$ cat config.mk
export PLATFORM = sky130hd
export DESIGN_NAME = fw_cmd_decoder
export DESIGN_NICKNAME = d
export VERILOG_FILES = /design/src/rtl/fw_cmd_decoder.sv
export SDC_FILE = /design/constraint.sdc
export NUM_CORES = 1
export LEC_CHECK = 0
export BUFFER_PORTS_ARGS = -buffer_cell sky130_fd_sc_hd__buf_4
export CAP_MARGIN = 40
export CORE_UTILIZATION = 45
export CTS_BUF_LIST = sky130_fd_sc_hd__clkbuf_16
export DETAILED_ROUTE_END_ITERATION = 6
export PLACE_DENSITY = 0.77
export SYNTH_ARGS = -nofsm -noshare
export SYNTH_HDL_FRONTEND = slang
export SYNTH_SLANG_ARGS = --single-unit
$ cat constraint.sdc
create_clock -name fw_axi_clk -period 4.9 [get_ports fw_axi_clk]
set_input_delay 0.245 -clock fw_axi_clk [delete_from_list [all_inputs] [get_ports fw_axi_clk]]
set_output_delay 0.245 -clock fw_axi_clk [all_outputs]
set_load 0.05 [all_outputs]
$ cat src/rtl/fw_cmd_decoder.sv
// fw_cmd_decoder
// Command front-end for the pixel test firmware. Accepts 32-bit command
// words, checks device_id, decodes op_code, holds the static and execute
// configuration registers, issues one-cycle strobes and keeps the sticky
// firmware status word.
//
// Optional build macro: CMD_DECODER_ABORT_EN
//   When defined, words are accepted during WAIT_DONE. A W_RST_FW aborts the
//   running test (exec_abort). Any other word is dropped and flagged in
//   status[19].
//
// state     | meaning
// ----------+-----------------------------------------------------------
// IDLE      | ready for a command word
// DECODE    | registered word is decoded, results land on the next edge
// WAIT_DONE | test running, waiting for its test_done pulse or timeout
module fw_cmd_decoder #(
    parameter logic [3:0]           FIRMWARE_ID = 4'h1,
    parameter int                   TIMEOUT_W   = 20,
    parameter logic [TIMEOUT_W-1:0] TIMEOUT_MAX = 20'hFFFFF
) (
    input  logic        fw_axi_clk,
    input  logic        fw_rst,
    input  logic        cmd_valid,
    output logic        cmd_ready,
    input  logic [31:0] cmd_word,
    output logic [23:0] w_cfg_static_0_reg,
    output logic [23:0] w_cfg_static_1_reg,
    output logic [23:0] w_execute_cfg,
    output logic        fw_rst_strb,
    output logic        exec_start,
    input  logic [3:0]  test_done,
    output logic        rd_strb,
    output logic [3:0]  rd_sel,
`ifdef CMD_DECODER_ABORT_EN
    output logic        exec_abort,
`endif
    output logic [31:0] status
);

    localparam logic [3:0] OP_NOOP              = 4'h0;
    localparam logic [3:0] OP_W_RST_FW          = 4'h1;
    localparam logic [3:0] OP_W_CFG_STATIC_0    = 4'h2;
    localparam logic [3:0] OP_R_CFG_STATIC_0    = 4'h3;
    localparam logic [3:0] OP_W_CFG_STATIC_1    = 4'h4;
    localparam logic [3:0] OP_R_CFG_STATIC_1    = 4'h5;
    localparam logic [3:0] OP_W_CFG_ARRAY_0     = 4'h6;
    localparam logic [3:0] OP_R_CFG_ARRAY_0     = 4'h7;
    localparam logic [3:0] OP_W_CFG_ARRAY_1     = 4'h8;
    localparam logic [3:0] OP_R_CFG_ARRAY_1     = 4'h9;
    localparam logic [3:0] OP_W_CFG_ARRAY_2     = 4'hA;
    localparam logic [3:0] OP_R_CFG_ARRAY_2     = 4'hB;
    localparam logic [3:0] OP_R_DATA_ARRAY_0    = 4'hC;
    localparam logic [3:0] OP_R_DATA_ARRAY_1    = 4'hD;
    localparam logic [3:0] OP_W_STATUS_FW_CLEAR = 4'hE;
    localparam logic [3:0] OP_W_EXECUTE         = 4'hF;

    // status bits that can ever be set; [29:19] stay 0 (bit 19 only with abort)
`ifdef CMD_DECODER_ABORT_EN
    localparam logic [31:0] STATUS_MASK = 32'hC00F_FFFF;
`else
    localparam logic [31:0] STATUS_MASK = 32'hC007_FFFF;
`endif

    localparam logic [TIMEOUT_W-1:0] TMO_ONE = {{(TIMEOUT_W-1){1'b0}}, 1'b1};

    typedef enum logic [1:0] {
        IDLE      = 2'd0,
        DECODE    = 2'd1,
        WAIT_DONE = 2'd2
    } state_t;

    state_t               state, state_nxt;
    logic [31:0]          cmd_q, cmd_q_nxt;
    logic [3:0]           test_sel, test_sel_nxt;
    logic [TIMEOUT_W-1:0] tmo_cnt, tmo_cnt_nxt;
    logic [23:0]          cfg_s0_nxt, cfg_s1_nxt, exec_cfg_nxt;
    logic [3:0]           rd_sel_nxt;
    logic                 rst_strb_nxt, start_nxt, rd_strb_nxt;
    logic [31:0]          status_set, status_nxt;
    logic                 status_clr;
    logic                 accept;
    logic [3:0]           cmd_id, cmd_op;
    logic [23:0]          cmd_body;
    logic [3:0]           done_hit;
`ifdef CMD_DECODER_ABORT_EN
    logic                 abort_nxt;
`endif

    assign cmd_id   = cmd_q[31:28];
    assign cmd_op   = cmd_q[27:24];
    assign cmd_body = cmd_q[23:0];
    assign done_hit = test_done & test_sel;

    // ready is a pure function of state so reset raises it without a clock
`ifdef CMD_DECODER_ABORT_EN
    assign cmd_ready = (state == IDLE) || (state == WAIT_DONE);
`else
    assign cmd_ready = (state == IDLE);
`endif
    assign accept = cmd_valid && cmd_ready;

    // state register
    always_ff @(posedge fw_axi_clk or posedge fw_rst) begin
        if (fw_rst) begin
            state <= IDLE;
        end else begin
            state <= state_nxt;
        end
    end

    // next state, register loads, strobes and status updates
    always_comb begin
        state_nxt    = state;
        cmd_q_nxt    = cmd_q;
        test_sel_nxt = test_sel;
        tmo_cnt_nxt  = tmo_cnt;
        cfg_s0_nxt   = w_cfg_static_0_reg;
        cfg_s1_nxt   = w_cfg_static_1_reg;
        exec_cfg_nxt = w_execute_cfg;
        rd_sel_nxt   = rd_sel;
        rst_strb_nxt = 1'b0;
        start_nxt    = 1'b0;
        rd_strb_nxt  = 1'b0;
        status_set   = 32'h0;
        status_clr   = 1'b0;
`ifdef CMD_DECODER_ABORT_EN
        abort_nxt    = 1'b0;
`endif

        case (state)
            IDLE: begin
                if (accept) begin
                    cmd_q_nxt = cmd_word;
                    state_nxt = DECODE;
                end
            end

            DECODE: begin
                state_nxt = IDLE;
                if (cmd_id != FIRMWARE_ID) begin
                    status_set[18] = 1'b1;
                end else begin
                    case (cmd_op)
                        OP_NOOP: begin
                        end
                        OP_W_RST_FW: begin
                            rst_strb_nxt  = 1'b1;
                            cfg_s0_nxt    = 24'h0;
                            cfg_s1_nxt    = 24'h0;
                            exec_cfg_nxt  = 24'h0;
                            status_clr    = 1'b1;
                            status_set[0] = 1'b1;
                        end
                        OP_W_CFG_STATIC_0: begin
                            cfg_s0_nxt    = cmd_body;
                            status_set[1] = 1'b1;
                        end
                        OP_W_CFG_STATIC_1: begin
                            cfg_s1_nxt    = cmd_body;
                            status_set[3] = 1'b1;
                        end
                        OP_R_CFG_STATIC_0: begin
                            rd_strb_nxt   = 1'b1;
                            rd_sel_nxt    = cmd_op;
                            status_set[2] = 1'b1;
                        end
                        OP_R_CFG_STATIC_1: begin
                            rd_strb_nxt   = 1'b1;
                            rd_sel_nxt    = cmd_op;
                            status_set[4] = 1'b1;
                        end
                        OP_R_CFG_ARRAY_0: begin
                            rd_strb_nxt   = 1'b1;
                            rd_sel_nxt    = cmd_op;
                            status_set[6] = 1'b1;
                        end
                        OP_R_CFG_ARRAY_1: begin
                            rd_strb_nxt   = 1'b1;
                            rd_sel_nxt    = cmd_op;
                            status_set[8] = 1'b1;
                        end
                        OP_R_CFG_ARRAY_2: begin
                            rd_strb_nxt    = 1'b1;
                            rd_sel_nxt     = cmd_op;
                            status_set[10] = 1'b1;
                        end
                        OP_R_DATA_ARRAY_0: begin
                            rd_strb_nxt    = 1'b1;
                            rd_sel_nxt     = cmd_op;
                            status_set[11] = 1'b1;
                        end
                        OP_R_DATA_ARRAY_1: begin
                            rd_strb_nxt    = 1'b1;
                            rd_sel_nxt     = cmd_op;
                            status_set[12] = 1'b1;
                        end
                        OP_W_CFG_ARRAY_0: status_set[5] = 1'b1;
                        OP_W_CFG_ARRAY_1: status_set[7] = 1'b1;
                        OP_W_CFG_ARRAY_2: status_set[9] = 1'b1;
                        OP_W_STATUS_FW_CLEAR: begin
                            status_clr = 1'b1;
                        end
                        OP_W_EXECUTE: begin
                            exec_cfg_nxt   = cmd_body;
                            test_sel_nxt   = cmd_body[17:14];
                            status_set[13] = 1'b1;
                            case (cmd_body[17:14])
                                4'h1, 4'h2, 4'h4, 4'h8: begin
                                    start_nxt   = 1'b1;
                                    tmo_cnt_nxt = '0;
                                    state_nxt   = WAIT_DONE;
                                end
                                default: status_set[31] = 1'b1;
                            endcase
                        end
                        default: begin
                        end
                    endcase
                end
            end

            WAIT_DONE: begin
                tmo_cnt_nxt = tmo_cnt + TMO_ONE;
                // a done pulse wins over a timeout landing in the same cycle
                if (|done_hit) begin
                    status_set[17:14] = done_hit;
                    state_nxt         = IDLE;
                end else if (tmo_cnt == TIMEOUT_MAX) begin
                    status_set[30] = 1'b1;
                    state_nxt      = IDLE;
                end
`ifdef CMD_DECODER_ABORT_EN
                // words arriving mid-test are acted on directly: reset aborts,
                // anything else is dropped and flagged
                if (accept) begin
                    if (cmd_word[31:28] == FIRMWARE_ID && cmd_word[27:24] == OP_W_RST_FW) begin
                        abort_nxt    = 1'b1;
                        rst_strb_nxt = 1'b1;
                        cfg_s0_nxt   = 24'h0;
                        cfg_s1_nxt   = 24'h0;
                        exec_cfg_nxt = 24'h0;
                        status_clr   = 1'b1;
                        status_set   = 32'h1;
                        state_nxt    = IDLE;
                    end else begin
                        status_set[19] = 1'b1;
                    end
                end
`endif
            end

            default: state_nxt = IDLE;
        endcase

        status_nxt = ((status_clr ? 32'h0 : status) | status_set) & STATUS_MASK;
    end

    // datapath and output registers
    always_ff @(posedge fw_axi_clk or posedge fw_rst) begin
        if (fw_rst) begin
            cmd_q              <= 32'h0;
            test_sel           <= 4'h0;
            tmo_cnt            <= '0;
            w_cfg_static_0_reg <= 24'h0;
            w_cfg_static_1_reg <= 24'h0;
            w_execute_cfg      <= 24'h0;
            rd_sel             <= 4'h0;
            fw_rst_strb        <= 1'b0;
            exec_start         <= 1'b0;
            rd_strb            <= 1'b0;
            status             <= 32'h0;
        end else begin
            cmd_q              <= cmd_q_nxt;
            test_sel           <= test_sel_nxt;
            tmo_cnt            <= tmo_cnt_nxt;
            w_cfg_static_0_reg <= cfg_s0_nxt;
            w_cfg_static_1_reg <= cfg_s1_nxt;
            w_execute_cfg      <= exec_cfg_nxt;
            rd_sel             <= rd_sel_nxt;
            fw_rst_strb        <= rst_strb_nxt;
            exec_start         <= start_nxt;
            rd_strb            <= rd_strb_nxt;
            status             <= status_nxt;
        end
    end

`ifdef CMD_DECODER_ABORT_EN
    // abort strobe register
    always_ff @(posedge fw_axi_clk or posedge fw_rst) begin
        if (fw_rst) begin
            exec_abort <= 1'b0;
        end else begin
            exec_abort <= abort_nxt;
        end
    end
`endif

endmodule
Word level (Yosys, flattened, before mapping)

Index checks and enable logic that the tools add are counted.

Add/sub/neg operators: 1
Equality and inequality tests: 28
Multiplexer cells: 54
Bitwise gates (word level): 3
Reductions and logical operators: 18

Operator list:

| operator              | number |
|---|---|
| $pmux 24 s2           | 3 |
| $mux 20               | 3 |
| $pmux 20 s2           | 1 |
| $eq 4x4->1 const B    | 9 |
| $mux 1                | 35 |
| $mux 32               | 1 |
| $or 32x32->32         | 1 |
| $mux 14               | 2 |
| $add 20x1->20 const B | 1 |
| $eq 20x20->1 const B  | 1 |
| $eq 4x3->1 const B    | 5 |
| $reduce_and 3->1      | 5 |
| $eq 4x2->1 const B    | 3 |
| $mux 2                | 6 |
| $eq 4x1->1 const B    | 2 |
| $mux 4                | 2 |
| $reduce_bool 2->1     | 4 |
| $reduce_or 4->1       | 2 |
| $reduce_or 7->1       | 1 |
| $ne 2x1->1 const B    | 3 |
| $pmux 2 s3            | 1 |
| $and 4x4->4           | 1 |
| $ne 4x1->1 const B    | 1 |
| $reduce_and 2->1      | 2 |
| other kinds (9)       | 9 |

Flip-flop bits (word level): 158
Input port bits: 39
Output and inout bits: 112
Word-level logic and storage cells: 116

Longest topological paths before layout

Word-level depth: 7
Mapped depth: 6
Gate-level depth less buffers: 5

Worst setup path after synthesis

Ideal clock, no wire load.

Kind: register -> register
Start: register state[0]
End: register cmd_q[10]
Library setup time: 0.125 ns
Arrival time: 2.320 ns
Required time: 4.775 ns
Slack: 2.455 ns
Stages on the path, launching flop included: 6
Path buffers: 2
Period minus slack after synthesis: 2.445 ns
Cell sequence: dfrtp_1 -> nor2_1 -> and2_1 -> clkbuf_1 -> buf_1 -> mux2_2

Longest elaborated chain between the ends: 3

Ends and longest elaborated chain:

| item                           | line | RTL |
|---|---|---|
| start, declared                | 73   | `state_t state, state_nxt;` |
| start signal, assigned         | 108  | `state <= state_nxt;` |
| $logic_not 2->1 (*)            | 99   | `assign cmd_ready = (state == IDLE);` |
| named net cmd_ready            | 25   | `output logic cmd_ready,` |
| $logic_and 1x1->1              | 101  | `assign accept = cmd_valid && cmd_ready;` |
| $reduce_and 2->1 (no line) (*) | -    |  |
| end signal, assigned           | 274  | `cmd_q <= cmd_q_nxt;` |
| end, declared                  | 74   | `logic [31:0] cmd_q, cmd_q_nxt;` |

The timed path passes the listed nets; every way through them passes the cells marked *.
A chain may end at the register's enable or synchronous reset.

Worst setup path in the final report

Start: register cmd_q[29]
End: register w_cfg_static_0_reg[12]

Longest elaborated chain between the ends: 3

Ends and longest elaborated chain:

| item                       | line | RTL |
|---|---|---|
| $ne 4x1->1                 | 141  | `if (cmd_id != FIRMWARE_ID) begin` |
| $not 1->1 (no line)        | -    |  |
| $reduce_and 3->1 (no line) | -    |  |
| end signal, assigned       | 277  | `w_cfg_static_0_reg <= cfg_s0_nxt;` |
| end, declared              | 27   | `output logic [23:0] w_cfg_static_0_reg,` |

No other way between the ends.

==> results.py <==
metrics = {
    "cts": {
        "cts_buffer_depth": 2,
        "htreeDepth": 4,
        "cts.sinks": 158,
        "cts_tree": "done",
        "clkTransAtPathRegs_ns": 0.06,
        "cts-buffers-inserted": 17,
        "root_buffer": "clkbuf_16",
        "clk_latency_ns": 0.42,
    },
    "min_path": {
        "hp-class": "primary input to register",
        "holdPathStages": 3,
    },
    "outcome": {
        "outcome": "finished, final reports clean",
    },
    "global_routing": {
        "grt_antenna_before_repair": 0,
        "grt_overflow_total": 0,
        "grt_max_degree": 90,
        "grtUsageTotal_pct": 23.21,
        "grt_pass1_wl_um": 25930,
        "grt_pass1_vias": 4811,
    },
    "floorplanning": {
        "io_pins": 151,
        "die_w_um": 121.7,
        "die_area_um2": 14820,
        "core_area_um2": 13930,
        "start_util_pct": 46.30,
        "fp.dieH_um": 121.7,
        "rows": 43,
    },
    "timing": {
        "whs_ns": 0.03159,
        "fin_skew_ns": 0.007179,
        "finalSetupViolations": 0,
        "rsz0062_at_grt": "no",
        "tns_ns": 0,
        "hold_viol_final": 0,
        "finalCritPeriodShare_pct": 50.64,
        "tightest_slew_ns": 0.7978,
        "period_needed_ns": 2.481,
        "slew_headroom_pct": 46.70,
        "max_freq_mhz": 403.0,
        "slew_violations": 0,
    },
    "synthesis": {
        "async_flop_share_pct": 100.0,
        "synth_top_area_share_pct": 61.29,
        "synth_top_area_cell": "dfrtp_1",
        "ys_seq_area_share_pct": 61.29,
        "synth.distinct_cells": 48,
        "syn_area_um2": 6451,
        "synth-edff-count": 0,
        "ys.warnings.count": 0,
        "syn_avg_cell_area_um2": 12.77,
        "synthFlopType": "dfrtp_1",
        "ys_top_cells_by_area": "dfrtp_1 61%, a22o_1 9.9%, mux2_2 5.8%",
        "syn_inst": 505,
        "synth_seq_cells": 158,
    },
    "power_and_ir_drop": {
        "leakage_nw": 4.128,
        "powerDensity_nw_per_um2": 318.1,
        "ir_drop_v": 0.0002248,
    },
    "drt": {
        "routedWlPerCell_um": 19.48,
        "ant_nets": 0,
        "drt-pass1-iter-count": 4,
        "drc": 0,
        "drtIter0Drc": 253,
        "wl_um": 16150,
        "vias_per_cell": 5.817,
        "vias": 4822,
    },
    "cells_and_area": {
        "largest_reg_flops": 32,
        "antenna_cells": 0,
        "final_core_util_pct": 59.13,
        "layout.nets": 679,
        "top_register": "cmd_q",
        "drive_gt1_share_pct": 34.05,
        "synthToLayoutAreaGrowth_pct": 27.72,
        "fill_cells": 1139,
    },
    "job": {
        "max-cap-violations": 0,
    },
    "worst_setup_path": {
        "timing_worst_setup_path_type": "register to register",
        "cp-end-kind": "register",
        "cp-start-kind": "register",
        "crit_cells": 5,
        "crit_buf_inv": 1,
        "path_cells": "or4b_1, nor3_2, nand3_1, buf_8, a22o_1",
        "path_max_fanout": 15,
        "crit_slowest_cell": "or4b_1",
        "reg2reg_depth": 5,
        "critical_path.top_delay_family": "simple AND/OR/NAND/NOR gates",
        "worst_path_largest_cell_delay_ns": 0.62,
        "cp.required_ns": 5.20,
        "arrival_ns": 2.79,
    },
    "place": {
        "place_hpwl_um": 10940,
        "place.gp.congestion": 0.8376,
        "io_buffers": 139,
    },
}
kinds of logic (layout without fill, tap and decap cells):
| family | after synthesis | in the layout | synth area share (%) |
|---|---|---|---|
| DFF | 158 | 158 | 61.29 |
| xor gates and xnor gates | 5 | 5 | 0.6788 |
| and+or+nand+nor | 103 | 103 | 9.213 |
| buffers and inverters | 54 | 188 | 4.286 |
| AOI/OAI and AO/OA | 139 | 139 | 16.50 |
| muxes | 44 | 44 | 7.777 |
| other | 1 | 11 | 0.05813 |
| adders and majority gates | 1 | 1 | 0.1939 |
metrics by stage:
step / worst slack, ns / instances / instance area (um^2) / total power, mW
final: 2.419 / 829 / 8239 / 2.621
after global routing: 2.266 / 829 / 8239 / 2.712
after CTS: 2.437 / 828 / 8224 / 2.646
after detailed placement: 2.486 / 798 / 7662 / 1.402
after global placement: 2.107 / 790 / 7536 / 1.397
after floorplan: 0.3918 / 515 / 6489 / 1.373
synth_stat cells, types with 2 or more instances:
cell type    n
and4_1       4
mux2i_1      7
nand2_1     22
o22ai_1      2
buf_4       17
nor2b_1      2
o21ai_0     17
buf_2        8
inv_1        7
clkbuf_1    18
nand3_1     15
a22o_1      73
dfrtp_1    158
or3_1        3
nor4_1       7
a32o_1       4
nor4b_1      3
nor2_1      12
a21o_1       2
and3_1       8
a211oi_1     3
nor3_1       6
xor2_1       4
or4_1        2
and4b_1      2
buf_1        4
a21oi_1     17
mux2_2      33
a31oi_1      2
nand4_1      5
o221ai_1     2
o211ai_1     9
a22oi_1      2
and2_1       3
mux2_4       4
nand2b_1     3
o31ai_1      3
o32ai_1      2
layer usage:
layer | global-route usage, % | vias to the layer above | share of wire (%)
li1 | - | 2146 | -
met1 | 31.36 | 2464 | 44
met2 | 35.97 | 185 | 48
met3 | 6.227 | 27 | 6.3
met4 | 8.410 | 0 | 2.0
met5 | 0 | - | 0
worst paths after layout:
path,start,endpoint,slack [ns]
min,cmd_word[26],cmd_q[26]$_DFFE_PP0P_,0.03
min reg2reg,tmo_cnt[13]$_DFFE_PP0P_,tmo_cnt[13]$_DFFE_PP0P_,0.48
min in group asynchronous,fw_rst,tmo_cnt[15]$_DFFE_PP0P_,0.32
max,cmd_q[29]$_DFFE_PP0P_,w_cfg_static_0_reg[12]$_DFFE_PP0P_,2.42
max in group asynchronous,fw_rst,tmo_cnt[2]$_DFFE_PP0P_,3.21
max reg2reg,cmd_q[29]$_DFFE_PP0P_,w_cfg_static_0_reg[12]$_DFFE_PP0P_,2.42
cell usage in the layout, fill, tap and decap left out, types with 11 or more instances in the layout:
master	n
a22o_1	73
nand3_1	15
a21oi_1	17
dfrtp_1	158
nor2_1	12
conb_1	11
clkbuf_16	17
buf_4	143
o21ai_0	17
mux2_2	33
nand2_1	22
layout make-up:
type | instances | area (um^2) | area share, %
Clock buffer | 17 | 425.4 | 5.163
Multi-Input combinational cell | 303 | 2260 | 27.43
Timing Repair Buffer | 152 | 1217 | 14.78
Clock inverter | 12 | 126.4 | 1.534
Sequential cell | 158 | 3954 | 47.99
Tap cell | 180 | 225.2 | 2.733
Inverter | 7 | 31.28 | 0.3797
worst reg2reg max path, cell delays in order (launching register included):
cell     delay, ns
dfrtp_1       0.42
or4b_1        0.62
nor3_2        0.29
nand3_1       0.46
buf_8         0.32
a22o_1        0.26
power breakdown:
group          switching, mW  internal (mW)  total [mW]  leakage (nW)
Sequential                 0           1.30        1.30          2.17
Clock                  0.509          0.736        1.24         0.267
Combinational         0.0490         0.0227      0.0717          1.69
Total                  0.558           2.06        2.62          4.13
what timing repair did:
| action | CTS | global route |
|---|---|---|
| setup buffers | 0 | 0 |
| gates resized for setup | 0 | 0 |
| hold buffers | 1 | 0 |
| hold endpoints to repair | 21 | 0 |
No activity file was read; power rests on OpenSTA's default activity.
